--- config.mk ---
export PLATFORM = sky130hd
export DESIGN_NAME = mult_share_sched_flat
export DESIGN_NICKNAME = d
export VERILOG_FILES = /design/src/rtl/mult_pkg.sv /design/src/rtl/mult_share_sched_if.sv /design/src/rtl/rr_arb2.sv /design/src/rtl/mult_share_sched.sv /design/src/flat_wrapper.sv
export SDC_FILE = /design/constraint.sdc
export NUM_CORES = 1
export LEC_CHECK = 0
export ABC_AREA = 1
export BUFFER_PORTS_ARGS = -buffer_cell sky130_fd_sc_hd__buf_2
export CORE_ASPECT_RATIO = 1.5
export CORE_MARGIN = 3
export CORE_UTILIZATION = 48
export CTS_BUF_LIST = sky130_fd_sc_hd__clkbuf_2
export CTS_CLUSTER_DIAMETER = 30
export CTS_CLUSTER_SIZE = 14
export DETAILED_ROUTE_END_ITERATION = 6
export GPL_TIMING_DRIVEN = 0
export PLACE_DENSITY = 0.82
export SLEW_MARGIN = 20
export SYNTH_ARGS = -nofsm -noshare
export SYNTH_HDL_FRONTEND = slang
export SYNTH_HIERARCHICAL = 1
export SYNTH_SLANG_ARGS = --single-unit
--- constraint.sdc ---
create_clock -name clk -period 2 [get_ports clk]
set_input_delay 0.4 -clock clk [delete_from_list [all_inputs] [get_ports clk]]
set_output_delay 0.4 -clock clk [all_outputs]
set_load 0.05 [all_outputs]
--- src/rtl/mult_pkg.sv ---
// Shared widths, multiplier state encodings and scheduler states used by the
// multiplier-sharing scheduler and its benches.
package mult_pkg;

    localparam int OP_W   = 8;
    localparam int PROD_W = 16;

    typedef enum logic [2:0] {
        MS_IDLE      = 3'b000,
        MS_LSB       = 3'b001,
        MS_MID       = 3'b010,
        MS_MSB       = 3'b011,
        MS_CALC_DONE = 3'b100,
        MS_ERR       = 3'b101
    } mult_state_e;

    typedef enum logic [2:0] {
        S_IDLE,
        S_ISSUE,
        S_WAIT,
        S_RECOVER,
        S_RESP
    } sched_state_e;

endpackage

--- src/rtl/mult_share_sched_if.sv ---
// Two request channels and one shared tagged response channel of the
// multiplier-sharing scheduler.
interface mult_share_sched_if;
    import mult_pkg::*;

    logic              req0_valid;
    logic [OP_W-1:0]   req0_a;
    logic [OP_W-1:0]   req0_b;
    logic              req0_ready;
    logic              req1_valid;
    logic [OP_W-1:0]   req1_a;
    logic [OP_W-1:0]   req1_b;
    logic              req1_ready;

    logic              rsp_valid;
    logic              rsp_ready;
    logic              rsp_id;
    logic [PROD_W-1:0] rsp_product;
    logic              rsp_err;

    // master: requesters plus response consumer; slave: the scheduler
    modport master (
        output req0_valid, req0_a, req0_b, input req0_ready,
        output req1_valid, req1_a, req1_b, input req1_ready,
        input  rsp_valid, rsp_id, rsp_product, rsp_err, output rsp_ready
    );

    modport slave (
        input  req0_valid, req0_a, req0_b, output req0_ready,
        input  req1_valid, req1_a, req1_b, output req1_ready,
        output rsp_valid, rsp_id, rsp_product, rsp_err, input rsp_ready
    );

endinterface

--- src/rtl/rr_arb2.sv ---
// Two-way round-robin arbiter: the requester that was not granted last wins
// a tie. Purely combinational, one-hot grant.
module rr_arb2 (
    input  logic [1:0] valid,
    input  logic       last_grant,
    output logic [1:0] grant
);

    assign grant[0] = valid[0] & (~valid[1] |  last_grant);
    assign grant[1] = valid[1] & (~valid[0] | ~last_grant);

endmodule

--- src/rtl/mult_share_sched.sv ---
// Shares one sequential 8x8 multiplier between two requesters: arbitrates,
// issues, waits for done/error/timeout, and returns a tagged product.
module mult_share_sched
    import mult_pkg::*;
#(
    parameter int         TIMEOUT  = 16,
    parameter logic [2:0] ERR_CODE = 3'b101
) (
    input  logic              clk,
    input  logic              reset_a,
    mult_share_sched_if.slave bus,
    output logic              mult_start,
    output logic [OP_W-1:0]   mult_a,
    output logic [OP_W-1:0]   mult_b,
    input  logic              mult_done,
    input  logic [PROD_W-1:0] mult_product,
    input  logic [2:0]        mult_state,
    output logic              mult_rst_n,
    output logic              busy
);

    localparam int            TW         = $clog2(TIMEOUT + 1);
    localparam logic [TW-1:0] TIMER_LAST = TW'(TIMEOUT - 1);

    sched_state_e  state;
    logic          last_grant;
    logic          id_q;
    logic [TW-1:0] timer;
    logic [1:0]    grant;
    logic          in_idle;

    rr_arb2 u_arb (
        .valid      ({bus.req1_valid, bus.req0_valid}),
        .last_grant (last_grant),
        .grant      (grant)
    );

    assign in_idle        = (state == S_IDLE);
    assign bus.req0_ready = in_idle & grant[0];
    assign bus.req1_ready = in_idle & grant[1];
    assign busy           = ~in_idle;
    // Multiplier is held in reset with us, and pulsed for one cycle on failure.
    assign mult_rst_n     = ~(reset_a | (state == S_RECOVER));

    // NOTE: all state here uses non-blocking assignments so every register
    // samples pre-edge values regardless of statement order.
    always_ff @(posedge clk) begin
        if (reset_a) begin
            state           <= S_IDLE;
            last_grant      <= 1'b1;
            id_q            <= 1'b0;
            timer           <= '0;
            mult_start      <= 1'b0;
            mult_a          <= '0;
            mult_b          <= '0;
            bus.rsp_valid   <= 1'b0;
            bus.rsp_id      <= 1'b0;
            bus.rsp_product <= '0;
            bus.rsp_err     <= 1'b0;
        end else begin
            case (state)
                S_IDLE: begin
                    if (grant != 2'b00) begin
                        mult_a     <= grant[1] ? bus.req1_a : bus.req0_a;
                        mult_b     <= grant[1] ? bus.req1_b : bus.req0_b;
                        id_q       <= grant[1];
                        mult_start <= 1'b1;
                        state      <= S_ISSUE;
                    end
                end
                S_ISSUE: begin
                    mult_start <= 1'b0;
                    timer      <= '0;
                    state      <= S_WAIT;
                end
                S_WAIT: begin
                    timer <= timer + 1'b1;
                    // Error and timeout take priority over a coincident done.
                    if (mult_state == ERR_CODE || timer == TIMER_LAST) begin
                        bus.rsp_id      <= id_q;
                        bus.rsp_product <= '0;
                        bus.rsp_err     <= 1'b1;
                        state           <= S_RECOVER;
                    end else if (mult_done) begin
                        bus.rsp_id      <= id_q;
                        bus.rsp_product <= mult_product;
                        bus.rsp_err     <= 1'b0;
                        bus.rsp_valid   <= 1'b1;
                        state           <= S_RESP;
                    end
                end
                S_RECOVER: begin
                    bus.rsp_valid <= 1'b1;
                    state         <= S_RESP;
                end
                S_RESP: begin
                    if (bus.rsp_ready) begin
                        bus.rsp_valid <= 1'b0;
                        last_grant    <= bus.rsp_id;
                        state         <= S_IDLE;
                    end
                end
                default: state <= S_IDLE;
            endcase
        end
    end

endmodule

--- src/flat_wrapper.sv ---
// flat-port wrapper written by rule: the top's interface ports become plain ports
module mult_share_sched_flat import mult_pkg::*;
#(
    parameter int         TIMEOUT  = 16,
    parameter logic [2:0] ERR_CODE = 3'b101
)
  (clk, reset_a, mult_start, mult_a, mult_b, mult_done, mult_product, mult_state, mult_rst_n, busy, bus_req0_valid, bus_req0_a, bus_req0_b, bus_req0_ready, bus_req1_valid, bus_req1_a, bus_req1_b, bus_req1_ready, bus_rsp_valid, bus_rsp_id, bus_rsp_product, bus_rsp_err, bus_rsp_ready);
  mult_share_sched_if bus_i ();
  input  logic clk;
  input  logic reset_a;
  output logic mult_start;
  output logic [OP_W-1:0] mult_a;
  output logic [OP_W-1:0] mult_b;
  input  logic mult_done;
  input  logic [PROD_W-1:0] mult_product;
  input  logic [2:0] mult_state;
  output logic mult_rst_n;
  output logic busy;
  input wire logic [$bits(bus_i.req0_valid)-1:0] bus_req0_valid;
  input wire logic [$bits(bus_i.req0_a)-1:0] bus_req0_a;
  input wire logic [$bits(bus_i.req0_b)-1:0] bus_req0_b;
  output wire logic [$bits(bus_i.req0_ready)-1:0] bus_req0_ready;
  input wire logic [$bits(bus_i.req1_valid)-1:0] bus_req1_valid;
  input wire logic [$bits(bus_i.req1_a)-1:0] bus_req1_a;
  input wire logic [$bits(bus_i.req1_b)-1:0] bus_req1_b;
  output wire logic [$bits(bus_i.req1_ready)-1:0] bus_req1_ready;
  output wire logic [$bits(bus_i.rsp_valid)-1:0] bus_rsp_valid;
  output wire logic [$bits(bus_i.rsp_id)-1:0] bus_rsp_id;
  output wire logic [$bits(bus_i.rsp_product)-1:0] bus_rsp_product;
  output wire logic [$bits(bus_i.rsp_err)-1:0] bus_rsp_err;
  input wire logic [$bits(bus_i.rsp_ready)-1:0] bus_rsp_ready;
  assign bus_i.req0_valid = bus_req0_valid;
  assign bus_i.req0_a = bus_req0_a;
  assign bus_i.req0_b = bus_req0_b;
  assign bus_req0_ready = bus_i.req0_ready;
  assign bus_i.req1_valid = bus_req1_valid;
  assign bus_i.req1_a = bus_req1_a;
  assign bus_i.req1_b = bus_req1_b;
  assign bus_req1_ready = bus_i.req1_ready;
  assign bus_rsp_valid = bus_i.rsp_valid;
  assign bus_rsp_id = bus_i.rsp_id;
  assign bus_rsp_product = bus_i.rsp_product;
  assign bus_rsp_err = bus_i.rsp_err;
  assign bus_i.rsp_ready = bus_rsp_ready;
  mult_share_sched #(.TIMEOUT(TIMEOUT), .ERR_CODE(ERR_CODE)) u_core (.clk(clk), .reset_a(reset_a), .bus(bus_i), .mult_start(mult_start), .mult_a(mult_a), .mult_b(mult_b), .mult_done(mult_done), .mult_product(mult_product), .mult_state(mult_state), .mult_rst_n(mult_rst_n), .busy(busy));
endmodule
; ---- After elaboration in Yosys (flattened, before gate mapping)
; Index checks and enable logic that the tools add are counted.
; Widths: inputs -> output; s select.
[totals]
ff_bits = 46
elab_cells = 68
output_inout_bits = 40
inputBits = 57
[op_classes]
n_mux = 20
n_addsub = 1
bitwise = 12
n_reduce_logical = 13
eq_ne = 11
[ops]
columns = op, count
row1 = $mux 16, 2
row2 = $mux 8, 2
row3 = $pmux 3 s5, 1
row4 = $mux 3, 4
row5 = $pmux 5 s2, 1
row6 = $mux 1, 8
row7 = $ne 2x2->1 const B, 4
row8 = $reduce_and 2->1, 4
row9 = $reduce_bool 2->1, 4
row10 = $eq 3x2->1 const B, 2
row11 = $eq 3x3->1 const B, 2
row12 = $add 5x1->5 const B, 1
row13 = $eq 5x4->1 const B, 1
row14 = $not 1->1, 5
row15 = $and 1x1->1, 4
row16 = $reduce_and 4->1, 1
row17 = $eq 3x1->1 const B, 1
row18 = $logic_not 3->1, 1
row19 = $ne 3x2->1 const B, 1
row20 = $or 1x1->1, 3
row21 = $pmux 1 s3, 1
row22 = $reduce_and 3->1, 1
row23 = $reduce_bool 3->1, 1
row24 = $pmux 1 s2, 1
row25 = $logic_or 1x1->1, 1

; ---- Longest topological paths before layout
; Gate-level depths: netlist of the first run.
[logic_depth]
ltp_word = 6
ltp_mapped = 11
ltp_nobuf = 11

; ---- Cells and area by module
; Netlist of the first run, hierarchy kept.
[modules_own_cells]
columns = mod, cells_each, instances, area_per_inst_um2
row1 = mult_share_sched, 292, 1, 2097.0
row2 = rr_arb2, 4, 1, 27.5

; ---- Worst setup path after synthesis of the first run
; Ideal clock, no wire load.
[synth_timing]
kind = reg-to-output
from = reg u_core.state[0]
to = out bus_req1_ready
required_ns = 1.600
t_arrival_ns = 1.729
n_path_buf = 0
stages_incl_launch_ff = 4
path_slack_ns = -0.129
cell_sequence = dfxtp_1 > nor2_2 > nand2_1 > nor2_1
[synth_between]
elab_chain_len = 2
[synth_rtl]
columns = element, line_no
row1 = "start, declared", mult_share_sched.sv:25  ; sched_state_e state;
row2 = "start signal, assigned", mult_share_sched.sv:49  ; state <= S_IDLE;
row3 = "start signal, assigned", mult_share_sched.sv:68  ; state <= S_ISSUE;
row4 = "start signal, assigned", mult_share_sched.sv:74  ; state <= S_WAIT;
row5 = $logic_not 3->1, mult_share_sched.sv:38  ; assign in_idle = (state == S_IDLE);
row6 = $and 1x1->1, mult_share_sched.sv:40  ; assign bus.req1_ready = in_idle & grant[1];
row7 = "end, declared", flat_wrapper.sv:26  ; output wire logic [$bits(bus_i.req1_ready)-1:0] bus_req1_ready;
; Every way passes these cells.

; ---- Final worst setup path of the first run
[layout_timing]
from = reg u_core.last_grant
to = out bus_req0_ready
[layout_between]
elab_chain_len = 3
[layout_rtl]
columns = element, line_no
row1 = "start, declared", mult_share_sched.sv:26  ; logic last_grant;
row2 = "start signal, assigned", mult_share_sched.sv:99  ; last_grant <= bus.rsp_id;
row3 = $or 1x1->1, rr_arb2.sv:9  ; assign grant[0] = valid[0] & (~valid[1] | last_grant);
row4 = $and 1x1->1, rr_arb2.sv:9
row5 = via u_core.grant[0], mult_share_sched.sv:29  ; logic [1:0] grant;
row6 = $and 1x1->1, mult_share_sched.sv:39  ; assign bus.req0_ready = in_idle & grant[0];
row7 = "end, declared", flat_wrapper.sv:22  ; output wire logic [$bits(bus_i.req0_ready)-1:0] bus_req0_ready;
; The timed path passes the listed nets, and every way through them passes these cells.

==> results of run 1 <==
-- what timing repair did --
item	in CTS	in global routing
hold buffers	0	0
endpoints found under the setup margin	2	14
setup buffers	1	2
resized for setup	8	7
-- state kept, by name, summed over array words and instances, names as in the netlist --
signal and flops:
u_core/bus.rsp_err 1, u_core/bus.rsp_id 1, u_core/bus.rsp_product 16, u_core/bus.rsp_valid 1, u_core/id_q 1, u_core/last_grant 1
u_core/mult_a 8, u_core/mult_b 8, u_core/mult_start 1, u_core/state 3, u_core/timer 5
-- critical path, cell delays in order (launching register included) --
cell                      delay [ns]
sky130_fd_sc_hd__dfxtp_2        0.39
sky130_fd_sc_hd__buf_4          0.11
sky130_fd_sc_hd__inv_1          0.04
sky130_fd_sc_hd__a21oi_2        0.16
sky130_fd_sc_hd__inv_1          0.09
sky130_fd_sc_hd__nor2_2         0.11
sky130_fd_sc_hd__buf_4          0.20
-- report_power, final --
| part | leakage (nW) | internal, W | switching [W] |
|---|---|---|---|
| registers | 0.377 | 0.00113 | 0.000135 |
| clock network | 0.0432 | 0.000223 | 0.000284 |
| logic | 0.967 | 0.000468 | 0.00131 |
| total | 1.39 | 0.00182 | 0.00173 |
-- synthesized netlist by cell type --
master / n / area (µm²)
sky130_fd_sc_hd__nand2_1: 87 / 327
sky130_fd_sc_hd__dfxtp_1: 46 / 921
sky130_fd_sc_hd__a21oi_1: 43 / 215
sky130_fd_sc_hd__inv_1: 32 / 120
sky130_fd_sc_hd__nand3_1: 22 / 110
sky130_fd_sc_hd__o21ai_1: 12 / 60.1
sky130_fd_sc_hd__o21ai_0: 9 / 45.0
sky130_fd_sc_hd__nor2_1: 6 / 22.5
sky130_fd_sc_hd__clkbuf_1: 5 / 18.8
sky130_fd_sc_hd__buf_2: 4 / 20.0
sky130_fd_sc_hd__inv_2: 3 / 11.3
sky130_fd_sc_hd__nand4_1: 3 / 18.8
sky130_fd_sc_hd__a21oi_2: 2 / 17.5
sky130_fd_sc_hd__a31oi_1: 2 / 12.5
sky130_fd_sc_hd__buf_4: 2 / 15.0
sky130_fd_sc_hd__buf_6: 2 / 22.5
sky130_fd_sc_hd__ha_1: 2 / 25.0
sky130_fd_sc_hd__a21boi_2: 1 / 11.3
sky130_fd_sc_hd__clkbuf_8: 1 / 13.8
sky130_fd_sc_hd__clkinv_1: 1 / 3.75
sky130_fd_sc_hd__nand2_2: 1 / 6.26
sky130_fd_sc_hd__nand2_4: 1 / 11.3
sky130_fd_sc_hd__nand3_2: 1 / 10.0
sky130_fd_sc_hd__nand3_4: 1 / 17.5
sky130_fd_sc_hd__nand3b_1: 1 / 7.51
sky130_fd_sc_hd__nor2_2: 1 / 6.26
sky130_fd_sc_hd__nor2_4: 1 / 11.3
sky130_fd_sc_hd__nor2_8: 1 / 20.0
sky130_fd_sc_hd__nor3_1: 1 / 5.00
sky130_fd_sc_hd__o211ai_2: 1 / 12.5
sky130_fd_sc_hd__or2_0: 1 / 6.26
-- layout make-up --
class | count | area (µm²) | area share
Multi-Input combinational cell | 200 | 996 | 0.357
Tap cell | 46 | 57.6 | 0.0206
Buffer | 13 | 91.3 | 0.0328
Sequential cell | 46 | 926 | 0.332
Inverter | 36 | 141 | 0.0507
Timing Repair Buffer | 98 | 510 | 0.183
Clock inverter | 1 | 30.0 | 0.0108
Clock buffer | 7 | 35.0 | 0.0126
-- worst paths after layout --
check	start	endpoint	slack (ns)
setup / recovery	u_core/last_grant$_SDFFE_PP1P_	bus_req0_ready	0.11
hold / removal	mult_product[7]	u_core/bus.rsp_product[7]$_SDFFE_PP0P_	0.22
setup reg to reg	u_core/timer[0]$_SDFFE_PP0P_	u_core/bus.rsp_product[11]$_SDFFE_PP0P_	0.21
hold reg to reg	u_core/mult_a[2]$_SDFFE_PP0P_	u_core/mult_a[2]$_SDFFE_PP0P_	0.46
-- cells by family after synthesis --
family / synth area share
flip-flops: 0.433
AND/OR/NAND/NOR: 0.273
buffers and inverters: 0.106
adder cells (fa/ha/maj): 0.0118
AO/OA/AOI/OAI: 0.176
-- through the flow --
stage | hold WS (ns) | setup TNS (ns) | area, µm² | utilization | worst slack, ns
after floorplan | 0.434 | 0 | 2130 | - | 0.0869
after global placement | 0.429 | 0 | 2660 | 0.627 | 0.00209
after detailed placement | 0.435 | -0.0256 | 2660 | 0.627 | -0.0256
after CTS | 0.192 | 0 | 2750 | 0.649 | 0.0394
after global routing | 0.195 | 0 | 2790 | 0.657 | 0.00421
final | 0.218 | 0 | 2790 | 0.657 | 0.106
-- routing by layer --
metal	GRT usage	vias up	part of all wire
li1	-	1165	-
met3	0.0608	9	0.084
met2	0.383	87	0.52
met5	0	-	0
met4	0.0665	0	0.019
met1	0.201	981	0.38
==> reports/qor_table.md, run 1 <==
| Quantity | This run |
|:---|:---|
| Result of the run | completed |
| Synth warn | 6 |
| Area enclosed by the die boundary | 5280 µm² |
| Clk Latency, worst-skew pair | 0.42 ns |
| CP Data Required Time | 1.60 ns |
| Synthesized flop and latch total | 46 |
| Sequential fraction of the synthesis area | 0.433 |
| Global-route wire length before repair | 8280 µm |
| Avg Inst Size Synth | 7.18 µm² |
| WS Path Type | flop to output pin |
| Dpl cells | 437 |
| Count of cell types in the netlist | 31 |
| RD Place Congestion | 0.768 |
| Area growth from synthesis to layout | 31.2% |
| Fmax | 0.528 GHz |
| Kind of end point of the critical path | output pin |
| Total vias in the final route | 2242 |
| Total Routing Usage GR | 0.203 |
| Maximum buffer depth of the clock tree | 2 |
| Final hold viol count | 0 |
| Routed len/inst | 11.6 µm |
| Number of maximum-capacitance constraint violations | 0 |
| Proportion of layout cells with a drive suffix above 1 | 0.339 |
| Post-layout net count | 459 |
| Startpoint type of the worst setup path | flop |
| Fill count | 408 |
| HPWL after DPL | 4000 µm |
| Port bufs | 95 |
| Effective utilization at floorplan | 0.500 |
| DRC | 0 |
| Leak pwr | 1.39 nW |
| I/O pin total | 97 |
| Worst path arrival time | 1.49 ns |
| Starting DRT DRC Count | 67 |
| Final total power | 0.00355 W |
| Detailed Routing Iterations Pass 1 | 4 |
| Root Buffer | sky130_fd_sc_hd__clkbuf_2 |
| Worst-margin pin slew | 0.502 ns |
| Largest driver fanout on the critical path | 2 |
| Period Utilization, post-route | 0.947 |
| Number of diodes added for antenna fixing | 0 |
| Area of the mapped netlist | 2120 µm² |
| Chip Width | 60.3 µm |
| Unrepaired setup endpoints after global routing | no |
| Total Wirelength | 5210 µm |
| Clock period minus worst slack | 1.89 ns |
| Number of instances in the synthesized netlist | 296 |
| Clock tree from TritonCTS | yes |
| Vertical extent of the die | 87.5 µm |
| Pwr Density | 1270 nW/µm² |
| Post-route ant nets | 0 |
| Floorplan row count | 29 |
| Clock tree skew after final layout | 0.0393 ns |
| Maximum number of pins on one net before global-route repair | 19 |
| Non-filler cells in the finished layout | 447 |
| Mapped Nets | 355 |
| Worst slew slack as a fraction of its limit | 0.666 |
| Commonest non-fill, non-tap cells in the layout | 95 x sky130_fd_sc_hd__buf_2, 86 x sky130_fd_sc_hd__nand2_1, 43 x sky130_fd_sc_hd__a21oi_1 |
| Placeable core region | 4250 µm² |
| Worst hold path class | input port to flop |
| Overflow left after global routing | 0 |
| Setup violation total in the final timing report | 0 |
| Worst IR Drop VDD | 1.12 mV |
| Antenna violations before repair | 0 |
| Worst-path clk slew | 0.21 ns |
| Length in cells of the worst reg-to-reg path | 10 |
| Vias in the first global route | 2025 |
| Number of buffers created by CTS | 5 |
| Num Clock Sinks | 46 |
| Count of final max-slew check failures | 0 |
| Most common cell after layout, fill and taps aside | sky130_fd_sc_hd__buf_2 |
| Vias per cell | 5.02 |
| Worst hold stages | 3 |
| Total number of H-tree levels | 2 |
Note: power is estimated with default switching activity, not from simulation.
==> run 2: changes to the inputs <==
Clock period 2 ns to 2.1 ns, I/O delays scaled along.
==> run 2 against run 1 <==
Routed wire length is 1.8% lower. Clock skew is 0.0048 ns lower. Sequential cell count stayed put. Clock power is 5.1% lower. Cell count is 0.45% lower.
==> reports/qor_table.md, run 2 (synthesized netlist as in run 1, its figures left out) <==
| Quantity | This run |
|:---|:---|
| Num Clock Sinks | 46 |
| Worst hold path class | input port to flop |
| Chip Width | 60.3 µm |
| FF+latch area | 923 µm² |
| Maximum number of pins on one net before global-route repair | 19 |
| Most repeated library cell on the critical path | sky130_fd_sc_hd__buf_6 |
| Length in cells of the worst reg-to-reg path | 10 |
| Worst path slowest cell | sky130_fd_sc_hd__dfxtp_2 |
| Cell area after placement | 2660 µm² |
| Floorplan row count | 29 |
| Post-route ant nets | 0 |
| Final Worst Setup Slack | 0.0636 ns |
| Effective utilization at floorplan | 0.500 |
| Total vias in the final route | 2242 |
| Final total power | 0.00335 W |
| Maximum buffer depth of the clock tree | 2 |
| Vias per cell | 5.04 |
| Pwr Density | 1220 nW/µm² |
| Largest driver fanout on the critical path | 18 |
| Register containing the most flip-flops in the final layout | u_core/bus.rsp_product |
| Proportion of layout cells with a drive suffix above 1 | 0.326 |
| CP peak stage delay | 0.38 ns |
| Period Utilization, post-route | 0.970 |
| Fmax | 0.491 GHz |
| Startpoint type of the worst setup path | flop |
| Final design area excluding fillers | 2750 µm² |
| Max reg flops | 16 |
| Number of maximum-capacitance constraint violations | 0 |
| Worst slew slack as a fraction of its limit | 0.651 |
| Commonest non-fill, non-tap cells in the layout | 95 x sky130_fd_sc_hd__buf_2, 87 x sky130_fd_sc_hd__nand2_1, 44 x sky130_fd_sc_hd__dfxtp_1 |
| Overflow left after global routing | 0 |
| Worst IR Drop VDD | 1.08 mV |
| Startpoint of the worst setup timing path | u_core/last_grant$_SDFFE_PP1P_ |
| Leak pwr | 1.37 nW |
| Worst path arrival time | 1.62 ns |
| Number of buffers created by CTS | 5 |
| Most common cell after layout, fill and taps aside | sky130_fd_sc_hd__buf_2 |
| Start of the worst register-to-register path | u_core/timer[0]$_SDFFE_PP0P_ |
| RD Place Congestion | 0.768 |
| Final setup TNS | 0 ns |
| DRC | 0 |
| Result of the run | completed |
| Worst setup timing slack at the placement stage | 0.0344 ns |
| I/O pin total | 97 |
| Port bufs | 95 |
| Clock period minus worst slack | 2.04 ns |
| Clock tree from TritonCTS | yes |
| Area of combinational cells with multiple inputs | 988 µm² |
| Vias in the first global route | 2003 |
| Area enclosed by the die boundary | 5280 µm² |
| Antenna violations before repair | 0 |
| Clk Latency, worst-skew pair | 0.41 ns |
| Unrepaired setup endpoints after global routing | yes |
| Area growth from synthesis to layout | 29.6% |
| Routed len/inst | 11.5 µm |
| Total number of H-tree levels | 2 |
| Count of final max-slew check failures | 0 |
| Post-layout net count | 457 |
| Kind of end point of the critical path | output pin |
| Global-route wire length before repair | 8170 µm |
| Worst-path clk slew | 0.22 ns |
| Final hold viol count | 0 |
| Clock tree skew after final layout | 0.0345 ns |
| Worst-case register-to-register setup slack | 0.21 ns |
| Worst hold slack across all endpoints | 0.234 ns |
| Detailed Routing Iterations Pass 1 | 4 |
| WS Path Type | flop to output pin |
| Number of diodes added for antenna fixing | 0 |
| R2R Path End | u_core/bus.rsp_product[11]$_SDFFE_PP0P_ |
| Largest registers in the final layout | u_core/bus.rsp_product (16), u_core/mult_a (8), u_core/mult_b (8) |
| Total Wirelength | 5110 µm |
| HPWL after DPL | 4000 µm |
| Starting DRT DRC Count | 59 |
| Fill count | 411 |
| List of cells traversed by the critical path | a21boi_2 > buf_6 > inv_2 > nor2_2 > buf_6 |
| Total Routing Usage GR | 0.200 |
| CP Data Required Time | 1.68 ns |
| Vertical extent of the die | 87.5 µm |
| Placeable core region | 4250 µm² |
| Worst-margin pin slew | 0.523 ns |
| Setup violation total in the final timing report | 0 |
| Root Buffer | sky130_fd_sc_hd__clkbuf_2 |
| Critical path destination | bus_req1_ready |
==> run 2: metrics by stage <==
stage / std cells / util
after floorplan: 296 / -
after global placement: 437 / 0.627
after detailed placement: 437 / 0.627
after CTS: 445 / 0.646
after global routing: 445 / 0.648
final: 445 / 0.648
==> run 2: routing by layer <==
metal | up-vias | track usage | part of all wire
met2 | 91 | 0.377 | 0.51
li1 | 1159 | - | -
met4 | 0 | 0.0625 | 0.017
met1 | 985 | 0.201 | 0.38
met5 | - | 0 | 0
met3 | 7 | 0.0593 | 0.092
==> run 2: worst max-delay path: cells and delay by family (launching register included) <==
family	cells	cell delay [ns]
flip-flops	1	0.38
AO/OA/AOI/OAI	1	0.15
buffers and inverters	3	0.48
AND/OR/NAND/NOR	1	0.19
==> run 2: report_power, final <==
part | switching (W) | internal [W] | total, W | leakage (nW)
Sequential | 0.000127 | 0.00107 | 0.00120 | 0.376
Combinational | 0.00123 | 0.000433 | 0.00167 | 0.954
Clock | 0.000269 | 0.000212 | 0.000481 | 0.0432
Total | 0.00163 | 0.00172 | 0.00335 | 1.37
==> run 2: cell type report <==
type | count | share of cell area
inverter | 36 | 0.0491
clock inverter | 1 | 0.0109
clock buffer | 7 | 0.0127
multi-input combinational | 200 | 0.359
buffer | 13 | 0.0332
tap | 46 | 0.0209
timing repair buffer | 96 | 0.179
sequential | 46 | 0.335
==> run 2: worst min path at each step <==
stage	from	end	depth (start not counted)
floorplan	u_core/timer[3]$_SDFFE_PP0P_	u_core/timer[3]$_SDFFE_PP0P_	2
global placement	u_core/mult_b[7]$_SDFFE_PP0P_	u_core/mult_b[7]$_SDFFE_PP0P_	2
detailed placement	u_core/mult_b[2]$_SDFFE_PP0P_	u_core/mult_b[2]$_SDFFE_PP0P_	2
CTS	mult_product[7]	u_core/bus.rsp_product[7]$_SDFFE_PP0P_	3
global route	mult_product[7]	u_core/bus.rsp_product[7]$_SDFFE_PP0P_	3
finish	mult_product[7]	u_core/bus.rsp_product[7]$_SDFFE_PP0P_	3
==> run 2: what timing repair did <==
action / in CTS / in global routing
hold buffers: 0 / 0
gates resized for setup: 5 / 3
setup buffers: 1 / 0
endpoints found under the setup margin: 1 / 2
cloned: 0 / 0
==> run 3: changes to the inputs <==
Settings changed: CORE_MARGIN 3 to unset, CORE_UTILIZATION 48 to 46, CTS_BUF_LIST sky130_fd_sc_hd__clkbuf_2 to sky130_fd_sc_hd__clkbuf_8 sky130_fd_sc_hd__clkbuf_16, PLACE_DENSITY 0.82 to 0.79.
==> run 3 against run 2 <==
The run now ends with design-rule violations left. Final area grew 0.95%. Cell count shrank 0.22%. Clock-buffer cell count shrank 2. Critical endpoint is now bus_req0_ready. Largest power group unchanged.
==> reports/qor_table.md, run 3 (synthesized netlist as in run 1, its figures left out) <==
| Quantity | This run |
|:---|:---|
| Count of final max-slew check failures | 0 |
| Commonest non-fill, non-tap cells in the layout | 96 x sky130_fd_sc_hd__buf_2, 87 x sky130_fd_sc_hd__nand2_1, 46 x sky130_fd_sc_hd__dfxtp_1 |
| Total Wirelength | 5030 µm |
| Pwr Density | 1270 nW/µm² |
| Post-cts gate resize count | 2 |
| Vias per cell | 4.98 |
| Most common cell after layout, fill and taps aside | sky130_fd_sc_hd__buf_2 |
| Global-route wire length before repair | 8830 µm |
| Worst path slowest cell | sky130_fd_sc_hd__dfxtp_1 |
| Most repeated library cell on the critical path | sky130_fd_sc_hd__nor2_2 |
| Worst-margin pin slew | 0.478 ns |
| Routed len/inst | 11.3 µm |
| Count of hold-fix buffers inserted at cts | 0 |
| Number of buffers created by CTS | 5 |
| Start of the worst register-to-register path | u_core/timer[0]$_SDFFE_PP0P_ |
| Fmax | 0.521 GHz |
| Clock period minus worst slack | 1.92 ns |
| Final hold viol count | 0 |
| Placeable core region | 4320 µm² |
| Worst IR Drop VDD | 1.02 mV |
| Worst hold stages | 3 |
| Startpoint of the worst hold path | mult_product[7] |
| Register containing the most flip-flops in the final layout | u_core/bus.rsp_product |
| CP Data Required Time | 1.68 ns |
| Total Routing Usage GR | 0.225 |
| CP peak stage delay | 0.41 ns |
| Max reg flops | 16 |
| Relative contribution of the clock network to total power | 0.186 |
| Root Buffer | sky130_fd_sc_hd__clkbuf_8 |
| Unrepaired setup endpoints after global routing | no |
| Final setup TNS | 0 ns |
| Final total power | 0.00352 W |
| Clock tree skew after final layout | 0.00859 ns |
| Post-CTS setup repair buffer count | 0 |
| RD Place Congestion | 0.847 |
| HPWL after DPL | 3850 µm |
| Leak pwr | 1.38 nW |
| Area growth from synthesis to layout | 30.8% |
| Clock tree from TritonCTS | yes |
| Number of diodes added for antenna fixing | 0 |
| Maximum number of pins on one net before global-route repair | 16 |
| WS Path Type | flop to output pin |
| Detailed Routing Iterations Pass 1 | 6 |
| Largest driver fanout on the critical path | 7 |
| Startpoint type of the worst setup path | flop |
| Post-layout net count | 456 |
| Worst-path clk slew | 0.09 ns |
| Final Worst Setup Slack | 0.179 ns |
| Starting DRT DRC Count | 99 |
| Violated checks | design-rule violations |
| Effective utilization at floorplan | 0.492 |
| Proportion of layout cells with a drive suffix above 1 | 0.319 |
| Kind of end point of the critical path | output pin |
| Worst hold slack across all endpoints | 0.376 ns |
| Worst slew slack as a fraction of its limit | 0.681 |
| Post-route ant nets | 0 |
| Overflow left after global routing | 0 |
| Clk Latency, worst-skew pair | 0.30 ns |
| Sw Pwr | 0.00167 W |
| Area enclosed by the die boundary | 4900 µm² |
| Total vias in the final route | 2209 |
| Worst path arrival time | 1.50 ns |
| Maximum buffer depth of the clock tree | 2 |
| List of cells traversed by the critical path | nor2_2 > nand2_1 > nor2_2 > buf_2 |
| Worst setup timing slack at the placement stage | 0.0500 ns |
| Vias in the first global route | 2113 |
| Period Utilization, post-route | 0.915 |
| Sequential share of power | 0.340 |
| Result of the run | finished, violations left |
| Startpoint of the worst setup timing path | u_core/state[1]$_SDFFE_PP0P_ |
| Vertical extent of the die | 85.2 µm |
| Setup violation total in the final timing report | 0 |
| Largest registers in the final layout | u_core/bus.rsp_product (16), u_core/mult_a (8), u_core/mult_b (8) |
| Internal | 0.00185 W |
| Total number of H-tree levels | 2 |
| Length in cells of the worst reg-to-reg path | 10 |
| Floorplan row count | 29 |
| Switching Share | 0.474 |
| Antenna violations before repair | 0 |
| Port bufs | 95 |
| Worst hold path class | input port to flop |
| Chip Width | 57.5 µm |
| DRC | 8 |
| Num Clock Sinks | 46 |
| I/O pin total | 97 |
| Number of maximum-capacitance constraint violations | 0 |
| Combinational share of power | 0.474 |
## run 3: cell count changes in the layout (fill, tap and decap cells not counted), moves of 2 or more
cell,before,now
sky130_fd_sc_hd__clkbuf_2,7,0
sky130_fd_sc_hd__clkbuf_8,1,6
sky130_fd_sc_hd__dfxtp_2,2,0
sky130_fd_sc_hd__dfxtp_1,44,46
## run 3: metal layers
metal  vias up  routed length, µm  share of wire  global-route usage
met4         0                 59          0.012              0.0710
li1       1158                  -              -                   -
met2        80               2670           0.53               0.433
met5         -                  0              0                   0
met1       965               1950           0.39               0.228
met3         6                356          0.071              0.0595
## run 3: critical path, delay by kind of cell, from the launching register on
kind,cells,cell delay [ns]
DFF,1,0.41
buffers and inverters,1,0.27
and+or+nand+nor,3,0.52
## run 3: power groups by stage
stage               Sequential [W]  Clock (W)  Combinational, W
CTS                        0.00120   0.000677           0.00168
detailed placement         0.00121          0           0.00166
floorplan                  0.00178          0          0.000701
global route               0.00122   0.000711           0.00180
finish                     0.00119   0.000655           0.00167
global placement           0.00121          0           0.00164
## run 3: area by class of cell
class / instances / area, µm²
timing repair buffer: 95 / 482
clock buffer: 5 / 68.8
buffer: 13 / 87.6
inverter: 36 / 135
tap: 46 / 57.6
clock inverter: 3 / 43.8
multi-input combinational: 200 / 983
sequential: 46 / 921
fill: 393 / 1540
## run 3: final timing paths
check / endpoint / slack (ns)
min reg2reg: u_core/bus.rsp_valid$_SDFFE_PP0P_ / 0.45
max reg2reg: u_core/bus.rsp_product[14]$_SDFFE_PP0P_ / 0.28
max: bus_req0_ready / 0.18
min: u_core/bus.rsp_product[7]$_SDFFE_PP0P_ / 0.38
## run 3: metrics by stage
step,area [µm²],utilization,cells
2_1_floorplan,2130,-,296
3_3_place_gp,2660,0.617,437
3_5_place_dp,2660,0.617,437
4_1_cts,2780,0.644,445
5_1_grt,2780,0.644,444
6_report,2780,0.644,444
